$ cat config.mk
export PLATFORM = sky130hd
export DESIGN_NAME = rot_ring_ctrl
export DESIGN_NICKNAME = d
export VERILOG_FILES = /design/src/rtl/rot_ring_pkg.sv /design/src/rtl/rot_ring_dp.sv /design/src/rtl/rot_ring_ctrl.sv
export SDC_FILE = /design/constraint.sdc
export NUM_CORES = 1
export LEC_CHECK = 0
export CAP_MARGIN = 25
export CORE_ASPECT_RATIO = 1.2
export CORE_MARGIN = 3
export CORE_UTILIZATION = 45
export DETAILED_ROUTE_END_ITERATION = 12
export PLACE_DENSITY = 0.85
export SYNTH_ARGS = -nofsm -noshare
export SYNTH_HDL_FRONTEND = slang
export SYNTH_SLANG_ARGS = --single-unit
$ cat constraint.sdc
create_clock -name clk -period 2.3 [get_ports clk]
set_clock_uncertainty 0.15 [all_clocks]
set_input_delay 0.69 -clock clk [delete_from_list [all_inputs] [get_ports clk]]
set_output_delay 0.69 -clock clk [all_outputs]
set_load 0.01 [all_outputs]
$ cat src/rtl/rot_ring_pkg.sv
// Shared encodings and the reset pattern for the rotating register ring.
// The optional ROT_RING_MODCNT_EN build only affects rot_ring_ctrl.
package rot_ring_pkg;

  localparam logic [1:0] OP_LOAD = 2'b00;
  localparam logic [1:0] OP_FWD  = 2'b01;
  localparam logic [1:0] OP_BWD  = 2'b10;
  localparam logic [1:0] OP_CLR  = 2'b11;

  typedef enum logic [1:0] {
    IDLE   = 2'd0,
    ROTATE = 2'd1,
    DONE   = 2'd2
  } state_e;

  // Slot k powers up holding k+1, wrapped to the slot width.
  function automatic int unsigned slot_rst_val(input int unsigned k, input int unsigned width);
    return (k + 1) % (32'd1 << width);
  endfunction

endpackage

$ cat src/rtl/rot_ring_dp.sv
// Slot registers of the ring: load, clear and single-slot forward/backward steps.
// No sequencing lives here; the controller decides which control is active.
module rot_ring_dp
  import rot_ring_pkg::*;
#(
  parameter int WIDTH = 2,
  parameter int DEPTH = 3
) (
  input  logic                   clk,
  input  logic                   rst,
  input  logic                   load_en,
  input  logic                   clr_en,
  input  logic                   step_fwd,
  input  logic                   step_bwd,
  input  logic [DEPTH*WIDTH-1:0] load_data,
  output logic [DEPTH*WIDTH-1:0] ring
);

  localparam int RW = DEPTH * WIDTH;

  logic [RW-1:0] ring_q;
  logic [RW-1:0] ring_d;
  logic [RW-1:0] rst_val;
  logic [RW-1:0] fwd_val;
  logic [RW-1:0] bwd_val;

  always_comb begin
    rst_val = '0;
    for (int unsigned k = 0; k < DEPTH; k++) begin
      rst_val[k*WIDTH +: WIDTH] = WIDTH'(slot_rst_val(k, WIDTH));
    end
  end

  // Slot 0 sits in the low bits, so a forward step is a left rotate by one slot.
  assign fwd_val = {ring_q[RW-WIDTH-1:0], ring_q[RW-1 -: WIDTH]};
  assign bwd_val = {ring_q[WIDTH-1:0], ring_q[RW-1:WIDTH]};

  always_comb begin
    ring_d = ring_q;
    if (clr_en) begin
      ring_d = '0;
    end else if (load_en) begin
      ring_d = load_data;
    end else if (step_fwd) begin
      ring_d = fwd_val;
    end else if (step_bwd) begin
      ring_d = bwd_val;
    end
  end

  always_ff @(posedge clk) begin
    if (rst) begin
      ring_q <= rst_val;
    end else begin
      ring_q <= ring_d;
    end
  end

  assign ring = ring_q;

endmodule

$ cat src/rtl/rot_ring_ctrl.sv
// Command sequencer for a DEPTH-slot rotating ring: handshake, step counter and FSM.
// Define ROT_RING_MODCNT_EN to reduce rotate counts modulo DEPTH at acceptance.
module rot_ring_ctrl
  import rot_ring_pkg::*;
#(
  parameter int WIDTH = 2,
  parameter int DEPTH = 3,
  parameter int CNT_W = 4
) (
  input  logic                   clk,
  input  logic                   rst,
  input  logic                   cmd_valid,
  output logic                   cmd_ready,
  input  logic [1:0]             cmd_op,
  input  logic [CNT_W-1:0]       cmd_cnt,
  input  logic [DEPTH*WIDTH-1:0] load_data,
  output logic [DEPTH*WIDTH-1:0] ring_out,
  output logic                   busy,
  output logic                   done
);

  state_e           state_q;
  state_e           state_d;
  logic [CNT_W-1:0] remaining_q;
  logic [CNT_W-1:0] remaining_d;
  logic             dir_bwd_q;
  logic             dir_bwd_d;

  logic             accept;
  logic [CNT_W-1:0] eff_cnt;
  logic             load_en;
  logic             clr_en;
  logic             step_fwd;
  logic             step_bwd;

  assign accept = cmd_valid && (state_q == IDLE);

`ifdef ROT_RING_MODCNT_EN
  // Whole revolutions leave the ring unchanged, so only the remainder is stepped.
  assign eff_cnt = CNT_W'(32'(cmd_cnt) % 32'(DEPTH));
`else
  assign eff_cnt = cmd_cnt;
`endif

  always_ff @(posedge clk) begin
    if (rst) begin
      state_q     <= IDLE;
      remaining_q <= '0;
      dir_bwd_q   <= 1'b0;
    end else begin
      state_q     <= state_d;
      remaining_q <= remaining_d;
      dir_bwd_q   <= dir_bwd_d;
    end
  end

  always_comb begin
    state_d     = state_q;
    remaining_d = remaining_q;
    dir_bwd_d   = dir_bwd_q;
    case (state_q)
      IDLE: begin
        if (accept) begin
          case (cmd_op)
            OP_FWD, OP_BWD: begin
              dir_bwd_d = (cmd_op == OP_BWD);
              if (eff_cnt == '0) begin
                state_d = DONE;
              end else begin
                remaining_d = eff_cnt;
                state_d     = ROTATE;
              end
            end
            default: state_d = DONE;
          endcase
        end
      end
      ROTATE: begin
        // The step taken with one remaining is the last; leave with the counter at zero.
        remaining_d = remaining_q - CNT_W'(1);
        if (remaining_q == CNT_W'(1)) begin
          state_d = DONE;
        end
      end
      DONE: begin
        state_d = IDLE;
      end
      default: begin
        state_d     = IDLE;
        remaining_d = '0;
      end
    endcase
  end

  always_comb begin
    cmd_ready = (state_q == IDLE);
    busy      = (state_q == ROTATE);
    done      = (state_q == DONE);
    load_en   = accept && (cmd_op == OP_LOAD);
    clr_en    = accept && (cmd_op == OP_CLR);
    step_fwd  = (state_q == ROTATE) && !dir_bwd_q;
    step_bwd  = (state_q == ROTATE) && dir_bwd_q;
  end

  rot_ring_dp #(
    .WIDTH (WIDTH),
    .DEPTH (DEPTH)
  ) u_dp (
    .clk       (clk),
    .rst       (rst),
    .load_en   (load_en),
    .clr_en    (clr_en),
    .step_fwd  (step_fwd),
    .step_bwd  (step_bwd),
    .load_data (load_data),
    .ring      (ring_out)
  );

endmodule
Word level (Yosys, flattened, before mapping)
Cells that the tools add are included.
{"block": "word_totals", "memories": 0, "out_inout_bits": 9, "latchBits": 0, "wordCells": 46, "inputBits": 15, "register_bits": 13, "ramBits": 0, "romBits": 0}
{"block": "classes", "bitwise": 1, "n_eq_ne": 10, "multipliers": 0, "n_reduce_logical": 16, "muxes": 13, "order_cmp": 0, "addsub": 1, "div": 0, "shifts": 0}
{"op": "2-to-1 mux 6 bit", "n": 4}
{"op": "2-to-1 mux 4 bit", "n": 3}
{"op": "case mux 4 bit (3 select lines)", "n": 1}
{"op": "2-to-1 mux 2 bit", "n": 4}
{"op": "== test 2 bit, second input constant", "n": 3}
{"op": "!= test 2 x 1 -> 1 bit, second input constant", "n": 3}
{"op": "logical AND 1 bit", "n": 5}
{"op": "== test 2 x 1 -> 1 bit, second input constant", "n": 2}
{"op": "== test 4 x 1 -> 1 bit, second input constant", "n": 1}
{"op": "zero test 2 bit", "n": 2}
{"op": "zero test 4 bit", "n": 1}
{"op": "case mux 2 bit (2 select lines)", "n": 1}
{"op": "AND reduction 4 bit", "n": 1}
{"op": "nonzero test 4 bit", "n": 1}
{"op": "OR reduction 2 bit", "n": 2}
{"op": "subtractor 4 x 1 -> 4 bit, second input constant", "n": 1}
{"op": "AND reduction 3 bit", "n": 1}
{"op": "nonzero test 3 bit", "n": 1}
{"op": "!= test 2 bit, second input constant", "n": 1}
{"op": "AND reduction 2 bit", "n": 1}
{"op": "zero test 1 bit", "n": 1}
{"op": "inverter 1 bit", "n": 1}

Logic depth before layout (Yosys ltp)
{"block": "logic_depth", "word_depth": 6, "ltp_mapped": 6, "mapped_depth_nobuf": 6}

Hierarchy
A second synthesis with hierarchy kept.
{"block": "hier_totals", "cells_unflattened": 94, "hier_area_um2": 862.1}
{"module": "rot_ring_ctrl", "instances": 1, "area_per_inst_um2": 478.0, "cells_each": 55, "seq_area_each_um2": 140.1}
{"module": "rot_ring_dp", "instances": 1, "area_per_inst_um2": 384.1, "cells_each": 39, "seq_area_each_um2": 120.1}

Worst setup path after synthesis
Ideal clock, no wire load.
{"block": "synth_path", "kind": "input to register", "from": "input port cmd_op[0]", "to": "register remaining_q[1]", "arrival_ns": 1.815, "cell_stages": 6, "setup_ns": 0.071, "path_slack_ns": 0.264, "path_buffers": 0, "required_time_ns": 2.079, "cell_sequence": "inv_1 > ha_1 > o41a_1 > a31oi_4 > or3_1 > a21oi_1"}
{"block": "synth_via", "elab_chain_len": 4, "word_cells_on_any_way": 5, "classes_between": "eq/ne: 3; reduce/logical: 2"}
{"element": "start: declaration", "line_no": "rot_ring_ctrl.sv:14", "rtl": "input logic [1:0] cmd_op,"}
{"element": "== test 2 bit or == test 2 x 1 -> 1 bit (tied branches)", "line_no": "rot_ring_ctrl.sv:64", "rtl": "case (cmd_op)"}
{"element": "OR reduction 2 bit *", "line_no": "rot_ring_ctrl.sv:64"}
{"element": "!= test 2 x 1 -> 1 bit (no source line) *"}
{"element": "AND reduction 4 bit (no source line) *"}
{"element": "end signal: assignment", "line_no": "rot_ring_ctrl.sv:52", "rtl": "remaining_q <= remaining_d;"}
{"element": "end: declaration", "line_no": "rot_ring_ctrl.sv:24", "rtl": "logic [CNT_W-1:0] remaining_q;"}
Every way passes the cells marked *; elsewhere a longest branch is shown, timed or not.
A chain may end at the register's enable or synchronous reset.

Worst setup path in the final report
{"block": "layout_path", "from": "register state_q[1]", "to": "output port cmd_ready"}
{"block": "layout_via", "elab_chain_len": 1}
{"element": "start: declaration", "line_no": "rot_ring_ctrl.sv:22", "rtl": "state_e state_q;"}
{"element": "start signal: assignment", "line_no": "rot_ring_ctrl.sv:51", "rtl": "state_q <= state_d;"}
{"element": "zero test 2 bit", "line_no": "rot_ring_ctrl.sv:96", "rtl": "cmd_ready = (state_q == IDLE);"}
{"element": "end: declaration", "line_no": "rot_ring_ctrl.sv:13", "rtl": "output logic cmd_ready,"}
No other way between the ends.

==> out/metrics.cfg <==
[run_status]
status=finished, final reports clean

[job]
drv_cap=0

[clock_tree]
cts_tree=yes
hold_buffers=0
path_clk_slew_ps=80
cts_buffers=3
cts.sinks=13
clk_path_buf_depth=2
clock_latency_ps=270
cts-root-buf=clkbuf_4
postCtsSetupRepairBufs=0
htreeDepth=1

[finish]
seqCellArea_sq_um=265
design_area_sq_um=1230
areaGrowthSynthToFinish_pct=48.6
final.fill_count=149
drive_gt1_share_pct=21.6
fin_nets=155
fin_util_pct=73.3
multi_input_area_sq_um=539
diodes=0

[setup_path]
crit_path_max_fanout=8
setup.worst_path.start_class=register
critPathKind=register to primary output
end_kind=primary output
required_ps=1460
worstPathArrival_ps=1360
crit_path_cell_trace=nor2_1, clkdlybuf4s50_1
cp_slowest_stage_delay_ps=560
cp_slowest_cell=clkdlybuf4s50_1

[yosys]
synth_area_leaders=dfxtp_1 (31%), mux2i_1 (9.7%), ha_1 (7.5%)
synth_cells=94
yosys.area.top_type=dfxtp_1
ys_warn_count=0
synthesis.nets=114
ys_seq_area_share_pct=31.4
yosysTopAreaCellShare_pct=31.4
synth_cell_type_count=29
avgSynthCellArea_sq_um=8.82
ys_ff_latch=13
netlist_area_sq_um=830

[global_route]
grt.total_usage_pct=21.0
grt_first_pass_wirelength_um=3660
antenna_found_initial=0
first_global_vias=888
grt_max_degree=14
grt-ovfl-total=0

[floorplan]
core-area_sq_um=1680
row_count=16
die_w_um=45.2
fp.dieH_um=53.0
num_io_pins=24
die_area_sq_um=2400
start_util_pct=49.3

[routing]
routed_wl_um=2200
routedWlPerCell_um=14.5
first_pass_iters=4
drt_iter0_drc=22
vias=850
vias_per_cell=5.59
drc=0
ant_nets=0

[pwr]
power.density_nw_per_um2=569
p_total_uw=701
vdd_drop_max_mv=0.332
power_leakage_nw=0.547

[timing]
slew_headroom_pct=66.4
period_share_pct=95.7
drv_slew=0
worst_pin_slew_ps=502
worst_hold_slack_ps=334
layout_min_cycle_time_ps=2200
fmax_mhz=454
hold_viol_final=0
finalSetupTns_ps=0
final-setup-viol-count=0
rsz0062_at_grt=no

[placement]
dpl_cell_area_sq_um=1190
hpwl_um=1730
portBuffers=23
gp_congestion=0.857

[hold_path]
hp-class=register to register

## synthesized netlist by cell type, drive strengths merged
cell type / instances
o21ai: 6
nor3: 2
a211oi: 2
a2111o: 2
o211ai: 1
nor2: 9
nand2b: 1
or3b: 1
nand3: 1
xnor2: 2
a221oi: 3
nand2: 8
or3: 1
a21oi: 10
nor3b: 2
mux2: 4
inv: 7
a31oi: 1
clkbuf: 1
mux2i: 8
o41a: 1
o21a: 1
buf: 2
dfxtp: 13
ha: 5
## metrics by stage
step / worst slack [ps] / std cells
after floorplan: 264 / 94
after global placement: -250 / 148
after detailed placement: -343 / 148
after CTS: 0.766 / 152
after global routing: 14.8 / 152
final: 97.8 / 152
## cells by family (layout without fill, tap and decap cells)
group,count (synthesis),count (layout),synth area share [%]
muxes,12,12,15.1
DFF,13,13,31.4
adders and majority gates,5,5,7.54
AOI/OAI and AO/OA,27,27,23.7
xor gates and xnor gates,2,2,2.11
and+or+nand+nor,25,25,15.1
buffers and inverters,10,50,5.13
## per-layer routing
layer  wire length [um]  track usage (%)  up-vias
met5                  0                0        -
met4                 24             7.32        0
met3                140             5.10        6
met2               1180             40.1       35
met1                861             21.3      390
li1                   -                -      419
## critical path: cells and delay by family, from the launching register on
family | cells | cell delay (ps)
buffers and inverters | 1 | 560
AND/OR/NAND/NOR | 1 | 150
flip-flops | 1 | 380
## area by class of cell
type,count,share of cell area [%]
Timing Repair Buffer,39,28.6
Inverter,7,2.13
Multi-Input combinational cell,71,43.8
Sequential cell,13,21.5
Tap cell,18,1.83
Clock buffer,4,2.13
## layout by cell type (no fill, tap or decap)
master           Yosys  layout
mux2i_1              8       8
a2111o_1             2       2
o211ai_1             1       1
nand3_1              1       1
nand2b_1             1       1
a211oi_2             1       1
o21a_1               1       1
nor3b_2              2       2
inv_2                1       3
dlymetal6s2s_1       0       2
clkbuf_4             0       3
dfxtp_4              0       1
clkdlybuf4s50_1      0      19
clkbuf_1             1       1
or3_1                1       1
a31oi_4              1       1
nor2_1               9       9
dlygate4sd2_1        0       2
o41a_1               1       1
buf_4                1      16
xnor2_1              2       2
dfxtp_1             13      11
o21ai_0              2       2
ha_1                 5       4
a211oi_1             1       1
a221oi_1             3       3
or3b_1               1       1
nor3_1               2       2
mux2_1               4       4
o21ai_1              4       4
inv_1                6       4
ha_4                 0       1
nand2_1              8       8
a21oi_1             10      10
dfxtp_2              0       1
## sequential cells by signal (all words and copies together), names as in the netlist
| register | flops |
|---|---|
| u_dp.ring | 6 |
| remaining_q | 4 |
| state_q | 2 |
| dir_bwd_q | 1 |
## worst paths after layout
check	end	cells after the start	start	slack (ps)
worst min register to register	remaining_q[1]$_SDFFE_PP0P_	2	remaining_q[1]$_SDFFE_PP0P_	330
worst max register to register	u_dp.ring[5]$_SDFFE_PP1P_	5	state_q[0]$_SDFFE_PP0P_	550
worst max-delay path	cmd_ready	2	state_q[1]$_SDFFE_PP0P_	100
worst min-delay path	remaining_q[1]$_SDFFE_PP0P_	2	remaining_q[1]$_SDFFE_PP0P_	330
## timing repair
action | CTS | global route
gates resized for setup | 6 | 4
pin swaps | 2 | 0
setup endpoints to repair | 5 | 3
## power by group
| part | internal (mW) | total [mW] | leakage [nW] | switching [mW] |
|---|---|---|---|---|
| clock | 0.0671 | 0.141 | 0.0150 | 0.0743 |
| combinational | 0.154 | 0.277 | 0.424 | 0.123 |
| sequential | 0.253 | 0.282 | 0.108 | 0.0296 |
| total | 0.474 | 0.701 | 0.547 | 0.227 |
Note: power is estimated with default switching activity, not from simulation.
